[src/rtl/mux_nto1_scan.sv]
// N:1 registered multiplexer with a manual select mode and an auto-scan mode
// that sweeps every channel, dwelling DWELL cycles on each and pulsing wrap per sweep.
module mux_nto1_scan #(
    parameter int N     = 4,
    parameter int W     = 8,
    parameter int DWELL = 4,
    localparam int SW   = (N > 1) ? $clog2(N) : 1
) (
    input  logic              clk,
    input  logic              rst_n,
    input  logic [N*W-1:0]    d,
    input  logic [SW-1:0]     s,
    input  logic              mode,
    input  logic              en,
    output logic [W-1:0]      y,
    output logic [SW-1:0]     ch,
    output logic              y_vld,
    output logic              wrap
);

    localparam int            CW       = (DWELL > 1) ? $clog2(DWELL) : 1;
    localparam logic [SW:0]   N_L      = (SW+1)'(N);
    localparam logic [SW-1:0] IDX_LAST = SW'(N - 1);
    localparam logic [CW-1:0] CNT_LAST = CW'(DWELL - 1);

    typedef enum logic [1:0] {
        ST_IDLE   = 2'd0,
        ST_MANUAL = 2'd1,
        ST_SCAN   = 2'd2
    } state_t;

    state_t         r_state, w_state_nxt;
    logic [SW-1:0]  r_idx,   w_idx_nxt;
    logic [CW-1:0]  r_cnt,   w_cnt_nxt;
    logic [W-1:0]   r_y,     w_y_nxt;
    logic [SW-1:0]  r_ch,    w_ch_nxt;
    logic           r_vld,   w_vld_nxt;
    logic           r_wrap,  w_wrap_nxt;

    // Channel selector; unmatched select values (>= N) yield zero.
    function automatic logic [W-1:0] chan_sel(input logic [N*W-1:0] dv,
                                              input logic [SW-1:0]  sel);
        logic [W-1:0] v;
        v = {W{1'b0}};
        for (int i = 0; i < N; i++) begin
            v = (sel == SW'(i)) ? dv[i*W +: W] : v;
        end
        return v;
    endfunction

    // Next-state and next-output logic; manual mode keeps the scan position
    // cleared so any entry into scan starts a fresh sweep at channel 0.
    always_comb begin
        w_state_nxt = r_state;
        w_idx_nxt   = r_idx;
        w_cnt_nxt   = r_cnt;
        w_y_nxt     = r_y;
        w_ch_nxt    = r_ch;
        w_vld_nxt   = 1'b0;
        w_wrap_nxt  = 1'b0;
        if (!en) begin
            w_state_nxt = ST_IDLE;
        end else if (!mode) begin
            w_state_nxt = ST_MANUAL;
            w_idx_nxt   = {SW{1'b0}};
            w_cnt_nxt   = {CW{1'b0}};
            w_ch_nxt    = s;
            if ({1'b0, s} < N_L) begin
                w_y_nxt   = chan_sel(d, s);
                w_vld_nxt = 1'b1;
            end else begin
                w_y_nxt   = {W{1'b0}};
                w_vld_nxt = 1'b0;
            end
        end else begin
            w_state_nxt = ST_SCAN;
            w_y_nxt     = chan_sel(d, r_idx);
            w_ch_nxt    = r_idx;
            w_vld_nxt   = 1'b1;
            if (r_cnt == CNT_LAST) begin
                w_cnt_nxt  = {CW{1'b0}};
                w_idx_nxt  = (r_idx == IDX_LAST) ? {SW{1'b0}} : r_idx + SW'(1);
                w_wrap_nxt = (r_idx == IDX_LAST);
            end else begin
                w_cnt_nxt  = r_cnt + CW'(1);
            end
        end
    end

    // State and output registers.
    always_ff @(posedge clk or negedge rst_n) begin
        if (!rst_n) begin
            r_state <= ST_IDLE;
            r_idx   <= {SW{1'b0}};
            r_cnt   <= {CW{1'b0}};
            r_y     <= {W{1'b0}};
            r_ch    <= {SW{1'b0}};
            r_vld   <= 1'b0;
            r_wrap  <= 1'b0;
        end else begin
            r_state <= w_state_nxt;
            r_idx   <= w_idx_nxt;
            r_cnt   <= w_cnt_nxt;
            r_y     <= w_y_nxt;
            r_ch    <= w_ch_nxt;
            r_vld   <= w_vld_nxt;
            r_wrap  <= w_wrap_nxt;
        end
    end

    assign y     = r_y;
    assign ch    = r_ch;
    assign y_vld = r_vld;
    assign wrap  = r_wrap;

endmodule

[config.mk]
export PLATFORM = sky130hd
export DESIGN_NAME = mux_nto1_scan
export DESIGN_NICKNAME = d
export VERILOG_FILES = /design/src/rtl/mux_nto1_scan.sv
export SDC_FILE = /design/constraint.sdc
export NUM_CORES = 1
export LEC_CHECK = 0
export BUFFER_PORTS_ARGS = -buffer_cell sky130_fd_sc_hd__clkbuf_2
export CAP_MARGIN = 20
export CORE_UTILIZATION = 46
export CTS_BUF_LIST = sky130_fd_sc_hd__clkbuf_16
export DETAILED_ROUTE_END_ITERATION = 12
export PLACE_DENSITY = 0.8
export SLEW_MARGIN = 20
export SYNTH_ARGS = -nofsm -noshare
export SYNTH_HDL_FRONTEND = slang
export SYNTH_SLANG_ARGS = --single-unit
[constraint.sdc]
create_clock -name clk -period 2 [get_ports clk]
set_input_delay 0.3 -clock clk [delete_from_list [all_inputs] [get_ports clk]]
set_output_delay 0.3 -clock clk [all_outputs]
set_load 0.02 [all_outputs]
==> results by group, run 1 <==
Run status
  – Outcome: finished clean

Cells and area
  – Nets@finish: 187
  – Register area: 400 µm²
  – Area grow syn2layout: 29.0%
  – Fillers: 181
  – Ant diodes: 0
  – Fraction of layout cells with a size suffix above 1: 44.8%
  – Area of the multi-input gates: 633 µm²

Detailed routing
  – Final WL: 2710 µm
  – DRT Pass-1 Iters: 4
  – Mean routed wirelength per cell: 15.8 µm
  – DRT iter0 DRCs: 39
  – Antenna viol nets, final: 0
  – Drt drc: 0
  – Routed via count: 1056
  – Via density: 6.18

CTS
  – Post-CTS sizing: 0
  – Clock Latency Late Sink: 240 ps
  – CTS Buf Count: 3
  – CTS Root Cell: clkbuf_16
  – H-tree depth: 1
  – Clk sinks: 16
  – TritonCTS clock tree: done
  – Setup Buffers After CTS: 0
  – Clk buf depth: 2
  – Cts hold-fix bufs: 1
  – Clock-pin slew on the worst setup and hold paths: 50 ps

GRT
  – Gr usage total: 22.9%
  – Total grt overflow: 0
  – Largest net degree at the start of global routing: 17
  – First-pass GRT wire length: 4440 µm
  – Initial antenna violation count: 0
  – Vias in the first global route: 982

Critical path
  – Reg2reg path depth: 5
  – Worst r2r src: r_idx[1]
  – Setup crit start kind: flip-flop
  – Critical path type: flip-flop to flip-flop
  – Buf+Inv Stages, Crit Path: 1
  – CP arrival: 1930 ps
  – CP Data Required Time: 2170 ps
  – Worst path cell trace: inv_1 -> ha_1 -> nor2b_1 -> a221oi_1 -> o21ai_1
  – R2r setup slk: 240 ps
  – Crit path max fanout: 9
  – Reg2Reg Capture Point: y[6]
  – Slowest stage delay, CP: 530 ps
  – Crit. End Element: flip-flop
  – Critical Path Slowest Stage Cell: nor2b_1
  – CP top delay family: simple AND/OR/NAND/NOR gates

Logic synthesis
  – YS warnings: 0
  – Dominant synthesized flop cell: dfrtp_1
  – Seq/Total Area, Yosys: 36.2%
  – #FFs+latches synth: 16
  – EDFF count, synth: 0
  – Top cells by area, synth: dfrtp_1 (36%), mux4_2 (16%), a221oi_1 (6.3%)
  – Yosys cell types: 25
  – Mapped Cells: 99
  – Avg Cell Area, Syn: 11.2 µm²
  – Mapped Nets: 142
  – Cell area after synthesis: 1110 µm²
  – Yosys top cell area share: 36.2%
  – Synth area leader: dfrtp_1
  – Ys async rst share: 100%

Worst hold path
  – Type of the most critical hold path: input port to flip-flop
  – Hold path start: en
  – Worst hold stages: 1
  – Hold EP: y_vld

Die
  – Die height: 51.1 µm
  – IO Pins: 50
  – CORE AREA: 2230 µm²
  – Initial Utilization: 49.6%
  – Die X: 51.1 µm
  – Die Area: 2610 µm²
  – Num rows: 17

Power
  – Pleak: 0.000658 µW
  – Max IR drop VDD: 507 µV
  – Pwr/cell area: 943 nW/µm²

Flow run
  – Maxcap violations: 0

STA
  – Endpoints failing hold: 0
  – Final setup skew: 2.09 ps
  – Setup Viol. Count Final: 0
  – Unrepaired setup endpoints after global routing: no
  – Final Slew Violations: 0
  – Tmin final: 1760 ps
  – Setup_tns: 0 ps
  – Worst-Margin Slew: 603 ps
  – Slew headroom: 59.7%
  – F_max: 568 MHz
  – Setup slack after layout: 238 ps
  – Fin crit share: 88.1%

Placed design
  – Place WS: 269 ps
  – Final Wtd Congestion: 0.846
  – Detailed placer's ending HPWL: 2020 µm
  – Port buffer count: 49
-- placed cells by master (no fill, tap or decap), drive strengths merged --
master and n:
buf 1, nand2b 1, or2 1, clkbuf 52
and4 1, o221ai 8, inv 5, mux4 8
nor2 3, a221oi 8, nand3b 1, and2 1
ha 5, nor2b 2, clkinv 1, a22o 3
a22oi 8, mux2i 2, a21oi 2, nand3 2
dfrtp 16, o21ai 11, dlygate4sd3 1
-- worst reg2reg max path, stage by stage (launching register included) --
cell and delay (ps):
dfrtp_1 410, inv_1 90, ha_1 310, nor2b_1 530, a221oi_1 190, o21ai_1 160
-- stage by stage --
stage          area [µm²]  hold slack (ps)  instances  total power [µW]  util, %
2_1_floorplan        1110             4.41         99               806        -
3_3_place_gp         1340              246        166               942     60.0
3_5_place_dp         1340              246        166               961     60.0
4_1_cts              1430              313        171              1360     64.0
5_1_grt              1430              327        171              1440     64.0
6_report             1430              316        171              1350     64.0
-- power breakdown --
part           internal [µW]  total [µW]  switching (µW)
clock                    265         390             125
sequential               392         442            50.2
combinational            219         516             297
-- worst max-delay path by stage --
stage               slack, ps  cells after the start     start   end
finish                    240                      5  r_idx[1]  y[6]
global route               80                      5  r_idx[1]  y[6]
CTS                       260                      5  r_idx[1]  y[6]
detailed placement        270                      5  r_idx[1]  y[6]
global placement          390                      5  r_idx[1]  y[6]
floorplan                 480                      7  r_idx[1]  y[7]
-- cell families after synthesis --
kind of cell	synth area share [%]
adder cells (fa/ha/maj)	5.65
multiplexers	18.1
AND/OR/NAND/NOR	6.22
buffers and inverters	6.67
flip-flops	36.2
AO/OA/AOI/OAI	27.2
-- layer usage --
layer | up-vias | share of wire [%] | track usage (%)
met5 | - | 0 | 0
met4 | 0 | 1.1 | 7.87
met2 | 46 | 51 | 39.3
met3 | 4 | 5.3 | 2.08
met1 | 515 | 43 | 30.3
li1 | 491 | - | -
-- Yosys cell counts (2+ instances only) --
cell      number
a22o_1         3
o221ai_1       8
ha_1           5
o21ai_0        3
buf_2          5
a21oi_1        2
a221oi_1       8
dfrtp_1       16
mux4_2         8
a22oi_2        2
nor2_1         3
o21ai_1        8
nor2b_1        2
nand3_1        2
inv_1          5
a22oi_1        6
mux2i_1        2
clkbuf_1       4
-- state kept, by name, summed over array words and instances, names as in the netlist --
name,cells
ch,2
r_cnt,2
r_idx,2
wrap,1
y,8
y_vld,1
-- cell type report --
cell class | instances | share of cell area [%]
Multi-Input combinational cell | 67 | 44.3
Sequential cell | 16 | 28.0
Timing Repair Buffer | 51 | 18.4
Clock buffer | 3 | 5.25
Tap cell | 28 | 2.45
Inverter | 5 | 1.31
Clock inverter | 1 | 0.263
No activity file was read; power rests on OpenSTA's default activity.
==> run 2: changes to the inputs <==
Settings changed: BUFFER_PORTS_ARGS -buffer_cell sky130_fd_sc_hd__clkbuf_2 to not set, CORE_UTILIZATION 46 to 52, DONT_BUFFER_PORTS set to 1, PLACE_DENSITY 0.8 to 0.69.
==> run 2 against run 1 <==
Effect of this change:
- flip-flop and latch count stayed put
- critical path depth is the same
- cell count is 29% lower
- global-route usage grew 0.72 points
- core utilization down 4.3 points
- wire length barely moved
- hold slack got worse by 230 ps
- clock skew about the same
- clock power barely moved
- maximum frequency is 3.7% higher
- combinational power is 33% lower
- count of clock-buffer cells in the layout is the same
- largest power group is now sequential cells
==> results by group, run 2 (synthesized netlist as in run 1, its figures left out) <==
Run status
  – Outcome: finished clean

Critical path
  – CP top delay family: simple AND/OR/NAND/NOR gates
  – Crit path max fanout: 9
  – Critical path type: flip-flop to flip-flop
  – Worst path cell trace: inv_1 -> ha_1 -> nor2b_1 -> a221oi_1 -> o21ai_1
  – Setup crit start kind: flip-flop
  – Critical Path Slowest Stage Cell: nor2b_1
  – CP Data Required Time: 2170 ps
  – CP arrival: 1870 ps
  – Slowest stage delay, CP: 480 ps
  – Buf+Inv Stages, Crit Path: 1
  – Crit. End Element: flip-flop

Die
  – Die Area: 2320 µm²
  – Die X: 48.1 µm
  – IO Pins: 50
  – Die height: 48.1 µm
  – Num rows: 16
  – Initial Utilization: 55.9%
  – CORE AREA: 1980 µm²

Power
  – Max IR drop VDD: 494 µV
  – Pleak: 0.000453 µW
  – Pwr/cell area: 1060 nW/µm²

CTS
  – H-tree depth: 1
  – Post-CTS sizing: 0
  – CTS Root Cell: clkbuf_16
  – Cts hold-fix bufs: 1
  – Clk buf depth: 2
  – Setup Buffers After CTS: 0
  – Clock-pin slew on the worst setup and hold paths: 50 ps
  – TritonCTS clock tree: done
  – Clock Latency Late Sink: 240 ps
  – CTS Buf Count: 3
  – Clk sinks: 16

Cells and area
  – Ant diodes: 0
  – Commonest non-fill, non-tap cell in the layout: dfrtp_1
  – Max FFs per register: 8
  – Fin util: 59.7%
  – Area grow syn2layout: 6.78%
  – Fillers: 169
  – Nets@finish: 138
  – Fraction of layout cells with a size suffix above 1: 16.0%
  – Most frequent cells in the layout: dfrtp_1 (16), o221ai_1 (8), a221oi_1 (8), mux4_2 (8), o21ai_1 (8)

GRT
  – Largest net degree at the start of global routing: 17
  – First-pass GRT wire length: 3710 µm
  – Vias in the first global route: 809
  – Gr usage total: 23.7%
  – Total grt overflow: 0
  – Initial antenna violation count: 0

STA
  – Final Slew Violations: 0
  – Setup_tns: 0 ps
  – Setup slack after layout: 300 ps
  – Final setup skew: 2.40 ps
  – Tmin final: 1700 ps
  – Worst-Margin Slew: 757 ps
  – F_max: 588 MHz
  – Fin crit share: 85.0%
  – Endpoints failing hold: 0
  – Slew headroom: 49.4%
  – Unrepaired setup endpoints after global routing: no
  – Setup Viol. Count Final: 0

Detailed routing
  – Drt drc: 0
  – Final WL: 2710 µm
  – DRT iter0 DRCs: 18
  – DRT Pass-1 Iters: 4
  – Mean routed wirelength per cell: 22.4 µm
  – Routed via count: 884
  – Antenna viol nets, final: 0
  – Via density: 7.31

Placed design
  – Detailed placer's ending HPWL: 1980 µm
  – Port buffer count: 0
  – Final Wtd Congestion: 0.780
  – Place WS: 340 ps

Worst hold path
  – Type of the most critical hold path: input port to flip-flop

Flow run
  – Maxcap violations: 0
==> run 2: cell count changes in the layout (fill, tap and decap cells not counted), sizes merged <==
cell	previous run	this run
clkbuf	52	3
==> run 2: metrics by stage <==
step,std cells,hold WS [ps],instance area [µm²],total power [µW]
final,121,82.6,1180,1250
after global routing,121,76.2,1180,1320
after CTS,121,81.3,1180,1250
after detailed placement,116,4.80,1090,858
after global placement,116,4.84,1090,840
after floorplan,99,4.41,1110,806
==> run 2: final timing paths <==
check                         start        to  slack [ps]  cells after the start
setup / recovery           r_idx[1]      y[0]         300                      5
min in group asynchronous     rst_n     y_vld         570                      1
setup reg to reg           r_idx[1]      y[0]         300                      5
max in group asynchronous     rst_n      y[6]         950                      1
hold reg to reg            r_cnt[0]  r_cnt[0]         550                      1
hold / removal                   en     y_vld          80                      0
==> run 2: layer usage <==
metal / wire [µm] / global-route usage (%)
met5: 0 / 0
met4: 15 / 6.67
met3: 235 / 4.07
met2: 1340 / 36.5
met1: 1120 / 34.1
==> run 2: final cells by class <==
| class | instances | area [µm²] | area share (%) |
|---|---|---|---|
| timing repair buffer | 2 | 17.5 | 1.48 |
| clock buffer | 3 | 75.1 | 6.35 |
| inverter | 5 | 18.8 | 1.59 |
| sequential | 16 | 400 | 33.9 |
| tap | 27 | 33.8 | 2.86 |
| clock inverter | 1 | 3.75 | 0.317 |
| multi-input combinational | 67 | 633 | 53.5 |
==> run 2: power by group <==
part | total, µW | switching [µW] | leakage, µW | internal, µW
Combinational | 346 | 183 | 0.000213 | 162
Clock | 389 | 123 | 0.0000385 | 265
Sequential | 514 | 122 | 0.000201 | 392
Total | 1250 | 429 | 0.000453 | 819
